File: src/rtl/vertex_accum_buffer_pp.sv
// vertex_accum_buffer_pp
// Ping-pong feature-vector accumulator between the Vertex PE and the Output Buffer.
// One bank fills from the PE stream while the other drains in LANES-wide beats.
//
// Fill FSM
//   state    | meaning
//   IDLE     | waiting for a start-of-stream beat on bank wr_sel
//   FILL     | accumulating beats into bank wr_sel at element idx
//
// Drain FSM
//   state    | meaning
//   D_IDLE   | bank rd_sel not yet full
//   D_WAIT   | requesting the Output Buffer, waiting for grant
//   D_STREAM | one output beat per cycle from bank rd_sel
module vertex_accum_buffer_pp #(
    parameter int FV_NUM    = 16,
    parameter int FV_W      = 8,
    parameter int LANES     = 2,
    parameter int NODE_ID_W = 10,
    parameter int SATURATE  = 0
) (
    input  logic                   clk,
    input  logic                   reset,
    input  logic                   in_valid,
    input  logic                   in_sos,
    input  logic                   in_eos,
    input  logic                   in_change,
    input  logic [FV_W-1:0]        in_data,
    input  logic [NODE_ID_W-1:0]   in_node_id,
    output logic                   bank_busy,
    output logic                   drop_err,
    output logic                   out_req,
    input  logic                   req_grant,
    output logic                   out_valid,
    output logic                   out_sos,
    output logic                   out_eos,
    output logic [LANES*FV_W-1:0]  out_data,
    output logic [NODE_ID_W-1:0]   out_node_id
);

    localparam int IDX_W   = (FV_NUM > 1) ? $clog2(FV_NUM) : 1;
    localparam int CNT_W   = $clog2(FV_NUM + 1);
    localparam int LANE_SH = $clog2(LANES);
    localparam int EW      = CNT_W + LANE_SH + 1;
    localparam logic [IDX_W-1:0] IDX_MAX = IDX_W'(FV_NUM - 1);

    typedef enum logic {
        IDLE,
        FILL
    } fill_state_t;

    typedef enum logic [1:0] {
        D_IDLE,
        D_WAIT,
        D_STREAM
    } drain_state_t;

    fill_state_t            r_fstate;
    fill_state_t            w_fstate_nxt;
    drain_state_t           r_dstate;
    drain_state_t           w_dstate_nxt;

    logic [FV_W-1:0]        r_buf  [2][FV_NUM];
    logic                   r_full [2];
    logic [CNT_W-1:0]       r_cnt  [2];
    logic [NODE_ID_W-1:0]   r_node [2];

    logic                   r_wr_sel;
    logic                   r_rd_sel;
    logic [IDX_W-1:0]       r_idx;
    logic [CNT_W-1:0]       r_beat;
    logic                   r_drop;

    logic                   w_start;
    logic                   w_acc_en;
    logic [IDX_W-1:0]       w_acc_idx;
    logic                   w_commit;
    logic [CNT_W-1:0]       w_commit_cnt;
    logic                   w_drop;
    logic [FV_W-1:0]        w_old;
    logic [FV_W:0]          w_wide;
    logic [FV_W-1:0]        w_sum;

    logic [EW-1:0]          w_base;
    logic [EW-1:0]          w_nbeats;
    logic                   w_last;
    logic                   w_drain_done;

    // A full write bank blocks new streams; a bank being filled is never full.
    assign bank_busy = (r_fstate == IDLE) && r_full[r_wr_sel];
    assign drop_err  = r_drop;

    // Saturating or wrapping element add for the beat being accepted.
    assign w_old  = r_buf[r_wr_sel][w_acc_idx];
    assign w_wide = {1'b0, w_old} + {1'b0, in_data};
    assign w_sum  = ((SATURATE != 0) && w_wide[FV_W]) ? {FV_W{1'b1}} : w_wide[FV_W-1:0];

    // A single-beat stream always holds exactly one element.
    assign w_commit_cnt = (r_fstate == IDLE) ? CNT_W'(1) : (CNT_W'(r_idx) + CNT_W'(1));

    // Drain beat geometry for bank rd_sel.
    assign w_base   = EW'(r_beat) << LANE_SH;
    assign w_nbeats = (EW'(r_cnt[r_rd_sel]) + EW'(LANES - 1)) >> LANE_SH;
    assign w_last   = (EW'(r_beat) + EW'(1)) == w_nbeats;

    // State registers for both FSMs.
    always_ff @(posedge clk) begin
        if (reset) begin
            r_fstate <= IDLE;
            r_dstate <= D_IDLE;
        end else begin
            r_fstate <= w_fstate_nxt;
            r_dstate <= w_dstate_nxt;
        end
    end

    // Fill next-state and accumulate/commit/drop decisions.
    always_comb begin
        w_fstate_nxt = r_fstate;
        w_start      = 1'b0;
        w_acc_en     = 1'b0;
        w_acc_idx    = '0;
        w_commit     = 1'b0;
        w_drop       = 1'b0;
        case (r_fstate)
            IDLE: begin
                if (in_valid && in_sos) begin
                    if (bank_busy) begin
                        w_drop = 1'b1;
                    end else begin
                        w_start  = 1'b1;
                        w_acc_en = 1'b1;
                        if (in_eos) begin
                            w_commit = 1'b1;
                        end else begin
                            w_fstate_nxt = FILL;
                        end
                    end
                end
            end
            FILL: begin
                if (in_valid) begin
                    w_acc_en  = 1'b1;
                    w_acc_idx = r_idx;
                    if (in_eos) begin
                        w_commit     = 1'b1;
                        w_fstate_nxt = IDLE;
                    end
                end
            end
            default: w_fstate_nxt = IDLE;
        endcase
    end

    // Drain next-state; a commit into the read bank starts the request one cycle early.
    always_comb begin
        w_dstate_nxt = r_dstate;
        w_drain_done = 1'b0;
        case (r_dstate)
            D_IDLE: begin
                if (r_full[r_rd_sel] || (w_commit && (r_wr_sel == r_rd_sel))) begin
                    w_dstate_nxt = D_WAIT;
                end
            end
            D_WAIT: begin
                if (req_grant) begin
                    w_dstate_nxt = D_STREAM;
                end
            end
            D_STREAM: begin
                if (w_last) begin
                    w_drain_done = 1'b1;
                    w_dstate_nxt = D_IDLE;
                end
            end
            default: w_dstate_nxt = D_IDLE;
        endcase
    end

    // Bank storage: drained bank is cleared, write bank accumulates and commits.
    always_ff @(posedge clk) begin
        if (reset) begin
            for (int b = 0; b < 2; b++) begin
                for (int e = 0; e < FV_NUM; e++) begin
                    r_buf[b][e] <= '0;
                end
                r_full[b] <= 1'b0;
                r_cnt[b]  <= '0;
                r_node[b] <= '0;
            end
        end else begin
            if (w_drain_done) begin
                for (int e = 0; e < FV_NUM; e++) begin
                    r_buf[r_rd_sel][e] <= '0;
                end
                r_full[r_rd_sel] <= 1'b0;
                r_cnt[r_rd_sel]  <= '0;
            end
            if (w_start) begin
                r_node[r_wr_sel] <= in_node_id;
            end
            if (w_acc_en) begin
                r_buf[r_wr_sel][w_acc_idx] <= w_sum;
            end
            if (w_commit) begin
                r_full[r_wr_sel] <= 1'b1;
                r_cnt[r_wr_sel]  <= w_commit_cnt;
            end
        end
    end

    // Element index and write-bank select; index saturates at the last element.
    always_ff @(posedge clk) begin
        if (reset) begin
            r_idx    <= '0;
            r_wr_sel <= 1'b0;
        end else begin
            if (w_start) begin
                r_idx <= IDX_W'(in_change && !in_eos);
            end else if (r_fstate == FILL && in_valid) begin
                if (in_eos) begin
                    r_idx <= '0;
                end else if (in_change && (r_idx != IDX_MAX)) begin
                    r_idx <= r_idx + IDX_W'(1);
                end
            end
            if (w_commit) begin
                r_wr_sel <= ~r_wr_sel;
            end
        end
    end

    // Beat counter and read-bank select.
    always_ff @(posedge clk) begin
        if (reset) begin
            r_beat   <= '0;
            r_rd_sel <= 1'b0;
        end else begin
            if (r_dstate == D_WAIT) begin
                r_beat <= '0;
            end else if (r_dstate == D_STREAM) begin
                r_beat <= r_beat + CNT_W'(1);
            end
            if (w_drain_done) begin
                r_rd_sel <= ~r_rd_sel;
            end
        end
    end

    // One-cycle pulse for a start beat refused while both banks are occupied.
    always_ff @(posedge clk) begin
        if (reset) begin
            r_drop <= 1'b0;
        end else begin
            r_drop <= w_drop;
        end
    end

    // Output handshake and sideband, all decoded from registered state.
    always_comb begin
        out_req     = (r_dstate == D_WAIT);
        out_valid   = (r_dstate == D_STREAM);
        out_sos     = (r_dstate == D_STREAM) && (r_beat == '0);
        out_eos     = (r_dstate == D_STREAM) && w_last;
        out_node_id = '0;
        if ((r_dstate == D_WAIT) || (r_dstate == D_STREAM)) begin
            out_node_id = r_node[r_rd_sel];
        end
    end

    // Output lanes; elements past the stream's count read as zero.
    always_comb begin
        out_data = '0;
        if (r_dstate == D_STREAM) begin
            for (int l = 0; l < LANES; l++) begin
                if ((w_base + EW'(l)) < EW'(r_cnt[r_rd_sel])) begin
                    out_data[l*FV_W +: FV_W] = r_buf[r_rd_sel][IDX_W'(w_base + EW'(l))];
                end
            end
        end
    end

endmodule

File: config.mk
export PLATFORM = sky130hd
export DESIGN_NAME = vertex_accum_buffer_pp
export DESIGN_NICKNAME = d
export VERILOG_FILES = /design/src/rtl/vertex_accum_buffer_pp.sv
export SDC_FILE = /design/constraint.sdc
export NUM_CORES = 1
export LEC_CHECK = 0
export BUFFER_PORTS_ARGS = -buffer_cell sky130_fd_sc_hd__buf_4
export CAP_MARGIN = 20
export CORE_MARGIN = 10
export CORE_UTILIZATION = 57
export DETAILED_ROUTE_END_ITERATION = 8
export GPL_TIMING_DRIVEN = 0
export PLACE_DENSITY = 0.8
export SLEW_MARGIN = 10
export SYNTH_ARGS = -nofsm -noshare
export SYNTH_HDL_FRONTEND = slang
export SYNTH_SLANG_ARGS = --single-unit
File: constraint.sdc
create_clock -name clk -period 3.99 [get_ports clk]
set_input_delay 0.5985 -clock clk [delete_from_list [all_inputs] [get_ports clk]]
set_output_delay 0.5985 -clock clk [all_outputs]
set_load 0.03 [all_outputs]
==> results.md <==
* Status: finished with violations
* Failing checks: setup timing
* #FFs+latches synth at 305
* RSZ-0062 raised after global routing: yes
* Crit path buf inv count at 3
* Final min period at 4.07 ns
* Fin. Hold Viols at 0
* Mapped Nets at 1339
* CORE AREA at 28500 um2
* Final nets at 1462
* Top cell type's share of synthesized area at 0.523
* Final Setup Violations at 31
* Setup TNS at -1.77 ns
* CTS Buf Count at 30
* Cells after Synth at 1293
* Max-Slew Margin vs Limit at 0.268
* Critical Path AT at 4.37 ns
* Row count at 62
* Die height at 190 um
* Final core utilization at 0.681
* GPL Wtd Cong at 1.07
* Crit Reg-Reg Startpoint: r_idx[0]
* Final WL at 58.4 mm
* CP max FO at 10
* Full die area at 36000 um2
* Endpoint of the worst-slack reg-to-reg timing path: r_buf[1][38]
* DR pass1 iterations at 9
* Period utilization at 1.02
* Clock buffer depth at 3
* Min-delay src: in_node_id[0]
* Top-count cell post-synth: nor2_1
* CTS Sinks at 305
* CP delay by family, top: compound AO/OA/AOI/OAI gates
* Hold_buf cts at 0
* Setup CP Type: register to register
* CTS clk-pin slew, worst paths at 0.06 ns
* Gr usage total at 0.319
* Power Density at 455 nW/um2
* GR Overflow Total at 0
* Seq/Total Area, Yosys at 0.546
* Synth warnings at 0
* Critical-path cell list: and4b_4, a22o_1, a222oi_1, o21ai_1, a21oi_1, ha_2, inv_2, fa_2, nor2b_1, o21a_1, o21ai_1, nand2b_1, a21oi_2, xor2_2, buf_6, clkbuf_16, nor2_4
* Worst Setup SP: r_idx[0]
* Register area at 8980 um2
* Via count at 12863
* Pin slew with the least headroom to its limit at 1.09 ns
* Fraction of layout cells with a size suffix above 1 at 0.281
* Ant. Diodes at 0
* Synth Flop Type: edfxtp_1
* Flop2flop setup slack at -0.08 ns
* IO Count at 57
* Most common cell on crit path: o21ai_1
* Pre-CTS setup slack at -1.79 ns
* Vias in the first global route at 12346
* FF-to-FF path depth at 17
* Netlist cell types at 64
* Starting Density at 0.576
* Critical path data required time at 4.29 ns
* Global-route wire length before repair at 83.7 mm
* Port bufs at 56
* Hold EP: r_node[0][0]
* Non-filler cells, final at 1823
* WHS Path Cells at 2
* Die X at 190 um
* H-tree levels at 1
* Post-Syn Area at 16400 um2
* Fillers at 2025
* Placed cell count at 1735
* Startpoint types: register
* Initial antenna violation count at 1
* Synth cell count leaders: 302 x nor2_1, 286 x edfxtp_1, 98 x mux4_2
* Area leader, netlist: edfxtp_1
* Leak at 6.83 nW
* Clk_skew at 0.0269 ns
* Async SR Flop Fraction at 0
* Area Growth Syn to Fin at 18.4%
* Slowest cell on crit path: a222oi_1
* Max Slew Vio Count at 0
* Initial DRC count at 2328
* Hold Crit Class: input port to register
* CP peak stage delay at 0.49 ns
* Synth area leaders: edfxtp_1 52%, mux4_2 13%, nor2_1 6.9%
* F_max at 246 MHz
* Max cap viols at 0
* CTS Root Cell: clkbuf_16
* DRC at 0
* Post-DRT Antenna Nets at 0
* Clk_lat worst skew at 0.58 ns
* TritonCTS clock tree: done
* Final worst slack at -0.0788 ns
* Largest net degree at the start of global routing at 15
* Mean Syn Cell Area at 12.7 um2
* Number of synthesized flops with an enable pin at 286
* Area occupied by multi-input gates at 7370 um2
* Peak VDD IR at 0.397 mV
* Post-DP HPWL at 40.1 mm
* Routed vias/inst at 7.06
* Routed wire per std cell at 32.1 um
* Crit end category: register
cell usage in the layout, fill, tap and decap left out, drive strengths merged, types with 22 or more instances in the layout:
cell type,instances
clkbuf,94
nor2,302
nand2,82
and2,22
mux2i,76
mux4,106
edfxtp,286
o21ai,32
buf,126
nor2b,33
a21oi,25
sequential cells by signal, summed over array words and instances, names as in the netlist, named ones only:
signal    count
r_idx         4
r_full        2
r_rd_sel      1
r_fstate      1
r_buf       256
drop_err      1
r_cnt        10
r_wr_sel      1
r_dstate      2
r_node       20
r_beat        5
how the worst max path moves through the flow:
stage | endpoint | slack, ns | depth (start not counted)
6_report | r_buf[1][38] | -0.08 | 17
5_1_grt | r_buf[0][30] | -0.12 | 17
4_1_cts | r_buf[1][118] | -0.07 | 22
3_5_place_dp | r_buf[0][30] | -1.79 | 21
3_3_place_gp | r_buf[0][30] | -1.73 | 21
2_1_floorplan | r_buf[0][112] | 0.04 | 14
metal layers:
layer | share of wire | up-vias | track usage
met5 | 0.00022 | - | 0
li1 | - | 5097 | -
met2 | 0.44 | 1183 | 0.474
met3 | 0.15 | 268 | 0.112
met4 | 0.067 | 2 | 0.181
met1 | 0.34 | 6313 | 0.401
where the power goes:
group	switching, mW	internal (mW)
clock	1.27	1.60
combinational	1.42	0.824
sequential	0.0956	3.65
stage by stage:
step / cell area (um2) / hold slack (ns) / total power [mW]
final: 19500 / 0.322 / 8.86
after detailed placement: 17400 / 0.469 / 5.48
after floorplan: 16400 / 0.448 / 4.75
after global routing: 19500 / 0.323 / 8.95
after CTS: 19300 / 0.315 / 8.64
after global placement: 17300 / 0.458 / 5.44
final cells by class:
cell class / count / share of cell area
Buffer: 86 / 0.0395
Inverter: 14 / 0.00270
Clock buffer: 37 / 0.0410
Tap cell: 384 / 0.0247
Multi-Input combinational cell: 879 / 0.379
Sequential cell: 305 / 0.461
Timing Repair Buffer: 100 / 0.0437
Clock inverter: 18 / 0.00817
timing repair:
item | in CTS | in global routing
endpoints found under the setup margin | 539 | 295
hold endpoints to repair | 0 | 0
resized for setup | 177 | 71
setup buffers | 33 | 5
pin swaps | 15 | 12
cloned | 4 | 0
cells by family after synthesis:
group / share of synthesized area
compound gates: 0.0562
simple gates: 0.137
flops: 0.546
xor+xnor: 0.0136
mux: 0.200
fa+ha+maj: 0.0169
buf+inv: 0.0300
(Power assumes the default switching activity.)
